File: config.mk
export PLATFORM = sky130hd
export DESIGN_NAME = u409_autoconfig
export DESIGN_NICKNAME = d
export VERILOG_FILES = /design/src/rtl/u409_autoconfig.sv
export SDC_FILE = /design/constraint.sdc
export NUM_CORES = 1
export LEC_CHECK = 0
export ABC_CLOCK_PERIOD_IN_PS = 4400
export CAP_MARGIN = 20
export CORE_ASPECT_RATIO = 1.1
export CORE_MARGIN = 10
export CORE_UTILIZATION = 50
export DETAILED_ROUTE_END_ITERATION = 16
export PLACE_DENSITY = 0.92
export SYNTH_ARGS = -nofsm -noshare
export SYNTH_HDL_FRONTEND = slang
export SYNTH_SLANG_ARGS = --single-unit
File: constraint.sdc
create_clock -name CLK40 -period 4.4 [get_ports CLK40]
set_input_delay 0.66 -clock CLK40 [delete_from_list [all_inputs] [get_ports CLK40]]
set_output_delay 0.66 -clock CLK40 [all_outputs]
set_load 0.02 [all_outputs]
File: src/rtl/u409_autoconfig.sv
// Zorro autoconfig responder presenting RAM, PCI bridge and IDE boards in sequence,
// plus the IDE chip-select decode once the IDE board has been given its base.
module u409_autoconfig (
    input  logic        CLK40,
    input  logic        RESET,
    input  logic [31:1] A,
    input  logic        nTS,
    input  logic        nTIP,
    input  logic        RnW,
    input  logic        AUTOCONFIG_SPACE,
    input  logic        AUTOBOOT,
    input  logic [3:0]  DIN,
    output logic [3:0]  DOUT,
    output logic        CONFIGED,
    output logic [3:0]  RAM_BASE_ADDRESS,
    output logic [2:0]  PCI_BRIDGE_BASE_ADDRESS,
    output logic        IDE_ENABLE,
    output logic        IDE_ACCESS,
    output logic        nAC_TA
);

    typedef enum logic [1:0] {
        BOARD_RAM  = 2'd0,
        BOARD_PCI  = 2'd1,
        BOARD_IDE  = 2'd2,
        BOARD_DONE = 2'd3
    } board_t;

    board_t      board, board_next;
    logic        pending;
    logic        ac_req;
    logic        ac_rnw;
    logic [7:0]  ac_offset;
    logic [7:0]  ide_base;
    logic [3:0]  true_nibble;
    logic [3:0]  dout_next;
    logic        ac_start;
    logic        advance;
    logic        ide_hit;
    logic        zorro3;
    logic        unused_addr;

    assign unused_addr = ^A[15:8];

    // Advance is held off while an ack is in flight so a write always lands on the board it addressed.
    assign ac_start = !nTS && AUTOCONFIG_SPACE && (board != BOARD_DONE);
    assign advance  = pending && !AUTOCONFIG_SPACE && !ac_req;
    assign ide_hit  = !nTS && IDE_ENABLE && !AUTOCONFIG_SPACE &&
                      (A[31:24] == 8'h00) && (A[23:16] == ide_base);

    always_ff @(posedge CLK40 or posedge RESET) begin
        if (RESET) begin
            board <= BOARD_RAM;
        end else begin
            board <= board_next;
        end
    end

    always_comb begin
        board_next = board;
        if (advance && (board != BOARD_DONE)) begin
            board_next = board_t'(board + 2'd1);
        end
    end

    always_comb begin
        CONFIGED = (board == BOARD_DONE);
        zorro3   = (board == BOARD_RAM) || (board == BOARD_PCI);
    end

    always_comb begin
        true_nibble = 4'h0;
        case (ac_offset)
            8'h00: begin
                case (board)
                    BOARD_RAM: true_nibble = 4'hA;
                    BOARD_PCI: true_nibble = 4'h8;
                    BOARD_IDE: true_nibble = AUTOBOOT ? 4'hD : 4'hC;
                    default:   true_nibble = 4'h0;
                endcase
            end
            8'h02: begin
                case (board)
                    BOARD_RAM: true_nibble = 4'h4;
                    BOARD_PCI: true_nibble = 4'h5;
                    BOARD_IDE: true_nibble = 4'h1;
                    default:   true_nibble = 4'h0;
                endcase
            end
            8'h06: begin
                case (board)
                    BOARD_RAM: true_nibble = 4'h1;
                    BOARD_PCI: true_nibble = 4'h2;
                    BOARD_IDE: true_nibble = 4'h3;
                    default:   true_nibble = 4'h0;
                endcase
            end
            8'h08: begin
                case (board)
                    BOARD_RAM: true_nibble = 4'hB;
                    BOARD_PCI: true_nibble = 4'h3;
                    default:   true_nibble = 4'h0;
                endcase
            end
            8'h12:   true_nibble = 4'hA;
            8'h14:   true_nibble = 4'h1;
            8'h16:   true_nibble = 4'hC;
            8'h28:   true_nibble = (board == BOARD_IDE && AUTOBOOT) ? 4'h4 : 4'h0;
            default: true_nibble = 4'h0;
        endcase
        // Only er_type is stored true; every other register reads back inverted.
        dout_next = ((ac_offset == 8'h00) || (ac_offset == 8'h02)) ? true_nibble : ~true_nibble;
    end

    always_ff @(posedge CLK40 or posedge RESET) begin
        if (RESET) begin
            pending                 <= 1'b0;
            ac_req                  <= 1'b0;
            ac_rnw                  <= 1'b1;
            ac_offset               <= 8'h00;
            ide_base                <= 8'h00;
            RAM_BASE_ADDRESS        <= 4'h0;
            PCI_BRIDGE_BASE_ADDRESS <= 3'h0;
            IDE_ENABLE              <= 1'b0;
            IDE_ACCESS              <= 1'b0;
            nAC_TA                  <= 1'b1;
            DOUT                    <= 4'h0;
        end else begin
            nAC_TA <= 1'b1;
            ac_req <= ac_start;
            if (ac_start) begin
                ac_offset <= {A[7:1], 1'b0};
                ac_rnw    <= RnW;
            end
            if (ac_req) begin
                nAC_TA <= 1'b0;
                DOUT   <= dout_next;
                if (!ac_rnw) begin
                    if (zorro3 && (ac_offset == 8'h44)) begin
                        if (board == BOARD_RAM) begin
                            RAM_BASE_ADDRESS <= DIN;
                        end else begin
                            PCI_BRIDGE_BASE_ADDRESS <= DIN[3:1];
                        end
                        pending <= 1'b1;
                    end else if ((board == BOARD_IDE) && (ac_offset == 8'h4A)) begin
                        ide_base[3:0] <= DIN;
                    end else if ((board == BOARD_IDE) && (ac_offset == 8'h48)) begin
                        ide_base[7:4] <= DIN;
                        pending       <= 1'b1;
                    end
                end
            end else if (advance) begin
                pending <= 1'b0;
                if (board == BOARD_IDE) begin
                    IDE_ENABLE <= 1'b1;
                end
            end
            if (ide_hit) begin
                IDE_ACCESS <= 1'b1;
            end else if (nTIP) begin
                IDE_ACCESS <= 1'b0;
            end
        end
    end

endmodule

== After elaboration in Yosys (flattened, before gate mapping) ==
Cells that the tools add are included.
Storage, ports and cells
  register bits after elaboration: 34
  input bits: 42
  output and inout bits: 15
  word-level logic and storage cells: 84
Cells by class
  $add $sub $neg: 1
  equality and inequality tests: 18
  multiplexer cells: 17
  bitwise gates (word level): 6
  reductions and logical operators: 29
Operators with widths (number)
  one-hot mux 4 bit (8 select lines): 1
  == test 7 x 4 -> 1 bit (second input constant): 3
  == test 7 x 6 -> 1 bit (second input constant): 3
  logical NOT 8 bit: 2
  AND reduction 4 bit: 4
  logical AND 1 bit: 13
  one-hot mux 4 bit (3 select lines): 1
  2-to-1 mux 1 bit: 10
  one-hot mux 3 bit (3 select lines): 1
  == test 8 bit: 1
  one-hot mux 4 bit (2 select lines): 1
  == test 7 x 1 -> 1 bit (second input constant): 1
  == test 7 x 2 -> 1 bit (second input constant): 1
  == test 7 x 3 -> 1 bit (second input constant): 1
  == test 7 x 5 -> 1 bit (second input constant): 1
  one-hot mux 2 bit (3 select lines): 1
  inverter 1 bit: 5
  AND reduction 5 bit: 1
  == test 2 bit (second input constant): 2
  2-to-1 mux 4 bit: 1
  inequality test 2 bit (second input constant): 2
  inverter 4 bit: 1
  nonzero test 2 bit: 2
  logical NOT 1 bit: 3
  other kinds (8): 9

== Depth between registers and ports, before layout ==
  word-level depth: 7
  gate-level depth with buffers: 7
  mapped depth without buffers: 7

== Worst setup path after synthesis ==
No wires, ideal clock.
  path type: register to register
  start: register board[0]
  end: register ide_base[4]
  setup time: 125 ps
  arrival time: 1446 ps
  required time: 4275 ps
  slack: 2829 ps
  cell stages (with the launch flop): 6
  buffers on the path: 0
  period minus slack after synthesis: 1571 ps
  cells stage by stage: dfrtp_1 inv_1 ha_1 nand3_2 nor4_4 mux2_2
On the way
  word-level cells in the longest chain between the ends: 5
  elaborated cells between the ends (all ways): 10
  those cells by class: eq/ne: 2; bitwise: 2; reduce/logical: 6
Ends and longest elaborated chain
  start, declared: RTL line 29  | board_t board, board_next;
  start signal, assigned: RTL line 55  | board <= board_next;
  == test 2 x 1 -> 1 bit or logical NOT 2 bit (tied branches): RTL line 68  | zorro3 = (board == BOARD_RAM) || (board == BOARD_PCI);
  logical OR 1 bit: RTL line 68
  logical AND 1 bit: RTL line 139  | if (zorro3 && (ac_offset == 8'h44)) begin
  inverter 1 bit (no source line)
  AND reduction 5 bit (no source line) *
  end signal, assigned: RTL line 121  | ide_base <= 8'h00;
  end signal, assigned: RTL line 149  | ide_base[7:4] <= DIN;
  end, declared: RTL line 34  | logic [7:0] ide_base;
Every way passes the cells marked *; elsewhere a longest branch is shown, timed or not.
A chain may end at the register's enable or synchronous reset.

== Worst setup path in the final report ==
  start: register board[0]
  end: output CONFIGED
On the way
  word-level cells in the longest chain between the ends: 1
Ends and longest elaborated chain
  == test 2 bit: RTL line 67  | CONFIGED = (board == BOARD_DONE);
  end, declared: RTL line 14  | output logic CONFIGED,
No other way between the ends.

==> impl_results.rst <==
.. list-table::
   :header-rows: 1

   * - Metric
     - Value
   * - Mux cell area share after synthesis
     - 13.87%
   * - Leakage component of the power
     - 0.9887 nW
   * - Via count of the first global-routing pass
     - 1464
   * - Data required time of the critical path
     - 3740 ps
   * - Largest delay share family, worst path
     - buffers and inverters
   * - Worst setup startpoint
     - board[0]$_DFFE_PP0P_
   * - Fin Clk Skew
     - 7.678 ps
   * - DRC violations left
     - 0
   * - Global routing usage on met2
     - 23.15%
   * - Class of the tightest hold or removal check
     - reg -> reg
   * - Number of buffer cells added on primary ports
     - 48
   * - Die Area
     - 6437 um^2
   * - Fraction of the mapped netlist area in compound gates
     - 10.14%
   * - Synth Flop Type
     - dfrtp_1
   * - Worst-path fanout max
     - 6
   * - Cell-by-cell trace of the critical path
     - ha_1 > clkdlybuf4s50_1
   * - Fin crit share
     - 53.53%
   * - Net Count, Synth
     - 209
   * - Clock edge transition at the registers on the reported setup and hold paths
     - 100 ps
   * - Slew margin rel.
     - 60.69%
   * - Global routing usage on met3
     - 4.849%
   * - Number of fill cells
     - 268
   * - Final setup violating endpoints
     - 0
   * - Netlist cell types
     - 47
   * - Post-layout net count
     - 260
   * - Slew @ Worst Pin
     - 585.2 ps
   * - Final hold violation count
     - 0
   * - Fin. max-slew vios
     - 0
   * - Cell depth of the worst flop-to-flop path
     - 5
   * - Sequential cell area
     - 853.3 um^2
   * - RSZ-0062 raised after global routing
     - no
   * - Slowest cell delay on critical path
     - 660 ps
   * - Post-Synth Simple-Gate Area
     - 17.53%
   * - Minimum clock period after layout
     - 2355 ps
   * - Post-cts hold buffer count
     - 0
   * - Total power divided by cell area
     - 265.9 nW/um^2
   * - Final RePlAce weighted congestion
     - 0.8942
   * - Post-CTS Repair Setup Buffers
     - 0
   * - Instance area after placement
     - 2331 um^2
   * - Routed Wire Length
     - 4326 um
   * - Number of logic stages on the critical path including buffering
     - 2
   * - Category of the critical setup timing path
     - reg -> out
   * - Number of synthesized flops with an enable pin
     - 0
   * - Summed negative setup slack over all endpoints
     - 0 ps
   * - Endpoint class of the critical path
     - output port
   * - Initial standard-cell utilization of the core
     - 53.12%
   * - Maximum clock path buffer count
     - 2
   * - Number of warnings reported in the yosys synthesis log
     - 0
   * - Tot GR Track Use
     - 13.95%
   * - Vertical die dimension
     - 83.16 um
   * - Growth of design area from synthesis to finish
     - 32.85%
   * - Footprint of the multi-input gates
     - 892.1 um^2
   * - CTS HTree Levels
     - 2
   * - Dominant combinational cell family by area after synthesis
     - simple AND/OR/NAND/NOR gates
   * - Wire length of the first global-routing pass
     - 7113 um
   * - Critical-path top delay cell
     - clkdlybuf4s50_1
   * - Boundary pin count
     - 57
   * - DRT antenna net count
     - 0
   * - Total standard cell area after synthesis
     - 1813 um^2
   * - Startpoint of the lowest-slack register-to-register path
     - board[0]$_DFFE_PP0P_
   * - TritonCTS Buffers
     - 5
   * - Drt initial violations
     - 154
   * - Antenna violations before repair
     - 0
   * - Adder and majority cell fraction of the synthesized area
     - 3.313%
   * - Clock root cell
     - clkbuf_4
   * - Number of optimization iterations in the first detailed-route pass
     - 4
   * - Number of standard-cell rows in the floorplan
     - 22
   * - Xor-xnor portion of the synthesized cell area
     - 4.348%
   * - CTS sink count
     - 34
   * - #FFs+latches synth
     - 34
   * - Post-synth ARST share
     - 100.0%
   * - Sum of overflow across all layers after global routing
     - 0
   * - Clock tree from TritonCTS
     - yes
   * - Global Route met1 Usage
     - 14.67%
   * - Data arrival time of the critical path
     - 1700 ps
   * - Busiest metal layer after global routing
     - met2
   * - Detailed-placement wirelength estimate
     - 3419 um
   * - Share of post-route cells with drive strength above 1
     - 20.00%
   * - Syn avg cell area
     - 11.12 um^2
   * - Cell count after placement
     - 255
   * - Cell area after layout
     - 2409 um^2
   * - WL per Instance
     - 16.45 um
   * - Register area share after synthesis
     - 47.07%
   * - Maximum number of pins on one net before global-route repair
     - 35
   * - Worst skew pair latency
     - 350 ps
   * - Width of the chip
     - 77.42 um
   * - Post-Route Hold Slack
     - 507.9 ps
   * - DR vias/cell
     - 5.536
   * - Layout Cells excl Fill
     - 263
   * - Achievable frequency
     - 0.4245 GHz
   * - Status
     - completed
   * - CP startpoint kind
     - register
   * - Post-Synthesis Cells
     - 163
   * - PostCTS Resize Cnt
     - 0
   * - WHS Path Cells
     - 1
   * - Critical path buffers and inverters
     - 1
   * - Total power consumption of the routed design
     - 0.6406 mW
   * - Number of max-cap violations
     - 0
   * - Vias after detailed routing
     - 1456
   * - Origin of the worst min-delay path
     - IDE_ENABLE$_DFFE_PP0P_
   * - Ant diodes
     - 0
   * - Worst vdd rail ir drop
     - 0.1696 mV
   * - Placeable core area
     - 3413 um^2
[final timing paths]
path,endpoint,slack (ps)
min in group asynchronous,ide_base[0]$_DFFE_PP0P_,690
max,CONFIGED,2040
max reg2reg,ide_base[6]$_DFFE_PP0P_,2590
max in group asynchronous,ac_rnw$_DFFE_PP1P_,3370
min,IDE_ENABLE$_DFFE_PP0P_,510
min reg2reg,IDE_ENABLE$_DFFE_PP0P_,510
[where the power goes]
part	total [mW]	internal [mW]	switching (mW)
combinational	0.0832	0.0495	0.0337
sequential	0.334	0.322	0.0117
clock	0.224	0.118	0.106
[worst register-to-register path, cell delays in order (launching register included)]
cell and delay, ps:
dfrtp_1 410, inv_1 120, ha_1 330, nand3_2 180, nor4_4 280, mux2_2 380
[cells in the mapped netlist, types with 2 or more instances]
library cell / n / area, um^2
nor2_1: 11 / 41.29
nor3_1: 2 / 10.01
xnor2_1: 4 / 35.03
ha_1: 4 / 50.05
mux2_1: 4 / 45.04
o22ai_1: 3 / 18.77
nand3_2: 2 / 20.02
mux2_2: 17 / 191.4
a21oi_1: 3 / 15.01
nand2_2: 2 / 12.51
nor4_1: 4 / 25.02
dfstp_2: 2 / 52.55
inv_1: 8 / 30.03
o21ai_0: 12 / 60.06
a31oi_1: 3 / 18.77
nand4_1: 3 / 18.77
dfrtp_1: 32 / 800.8
buf_2: 3 / 15.01
nand3_1: 5 / 25.02
xor2_1: 5 / 43.79
nand2_1: 8 / 30.03
[routing by layer]
metal,wire [um],vias to the layer above
li1,-,691
met1,1628,688
met2,2244,65
met3,292,12
met4,161,0
met5,0,-
[final cells by class]
type,instances,area share [%]
clock buffers,5,1.558
clock inverters,3,1.662
inverters,8,1.247
multi-input cells,115,37.04
flip-flops and latches,34,35.43
well taps,48,2.494
repair buffers,50,20.57
[per-stage QoR]
| step | utilization [%] | setup slack [ps] |
|---|---|---|
| global placement | 68.29 | 2359 |
| global route | 70.56 | 1943 |
| finish | 70.56 | 2045 |
| floorplan | - | 2829 |
| CTS | 70.56 | 2049 |
| detailed placement | 68.29 | 2328 |
[logic make-up (layout without fill, tap and decap cells)]
family                     Yosys count  count (layout)
and+or+nand+nor                     50              50
DFF                                 34              34
AOI/OAI and AO/OA                   29              29
muxes                               22              22
buffers and inverters               14              66
xor gates and xnor gates             9               9
adders and majority gates            5               5
[cells in the final DEF (no fill, tap or decap), types with 2 or more instances in the layout]
cell type / n
a21oi_1: 3
a31oi_1: 3
buf_4: 2
clkbuf_4: 5
clkdlybuf4s50_1: 48
clkinv_2: 2
dfrtp_1: 32
dfstp_2: 2
ha_1: 4
inv_1: 8
mux2_1: 4
mux2_2: 17
nand2_1: 8
nand2_2: 2
nand3_1: 5
nand3_2: 2
nand4_1: 3
nor2_1: 11
nor3_1: 2
nor4_1: 4
o21ai_0: 12
o22ai_1: 3
xnor2_1: 4
xor2_1: 5
[flip-flops by register name, summed over array words and instances, names as in the netlist]
name and count:
DOUT 4, IDE_ACCESS 1, IDE_ENABLE 1, PCI_BRIDGE_BASE_ADDRESS 3, RAM_BASE_ADDRESS 4, ac_offset 7
ac_req 1, ac_rnw 1, board 2, ide_base 8, nAC_TA 1, pending 1
Power figures use the tool's default switching activity.
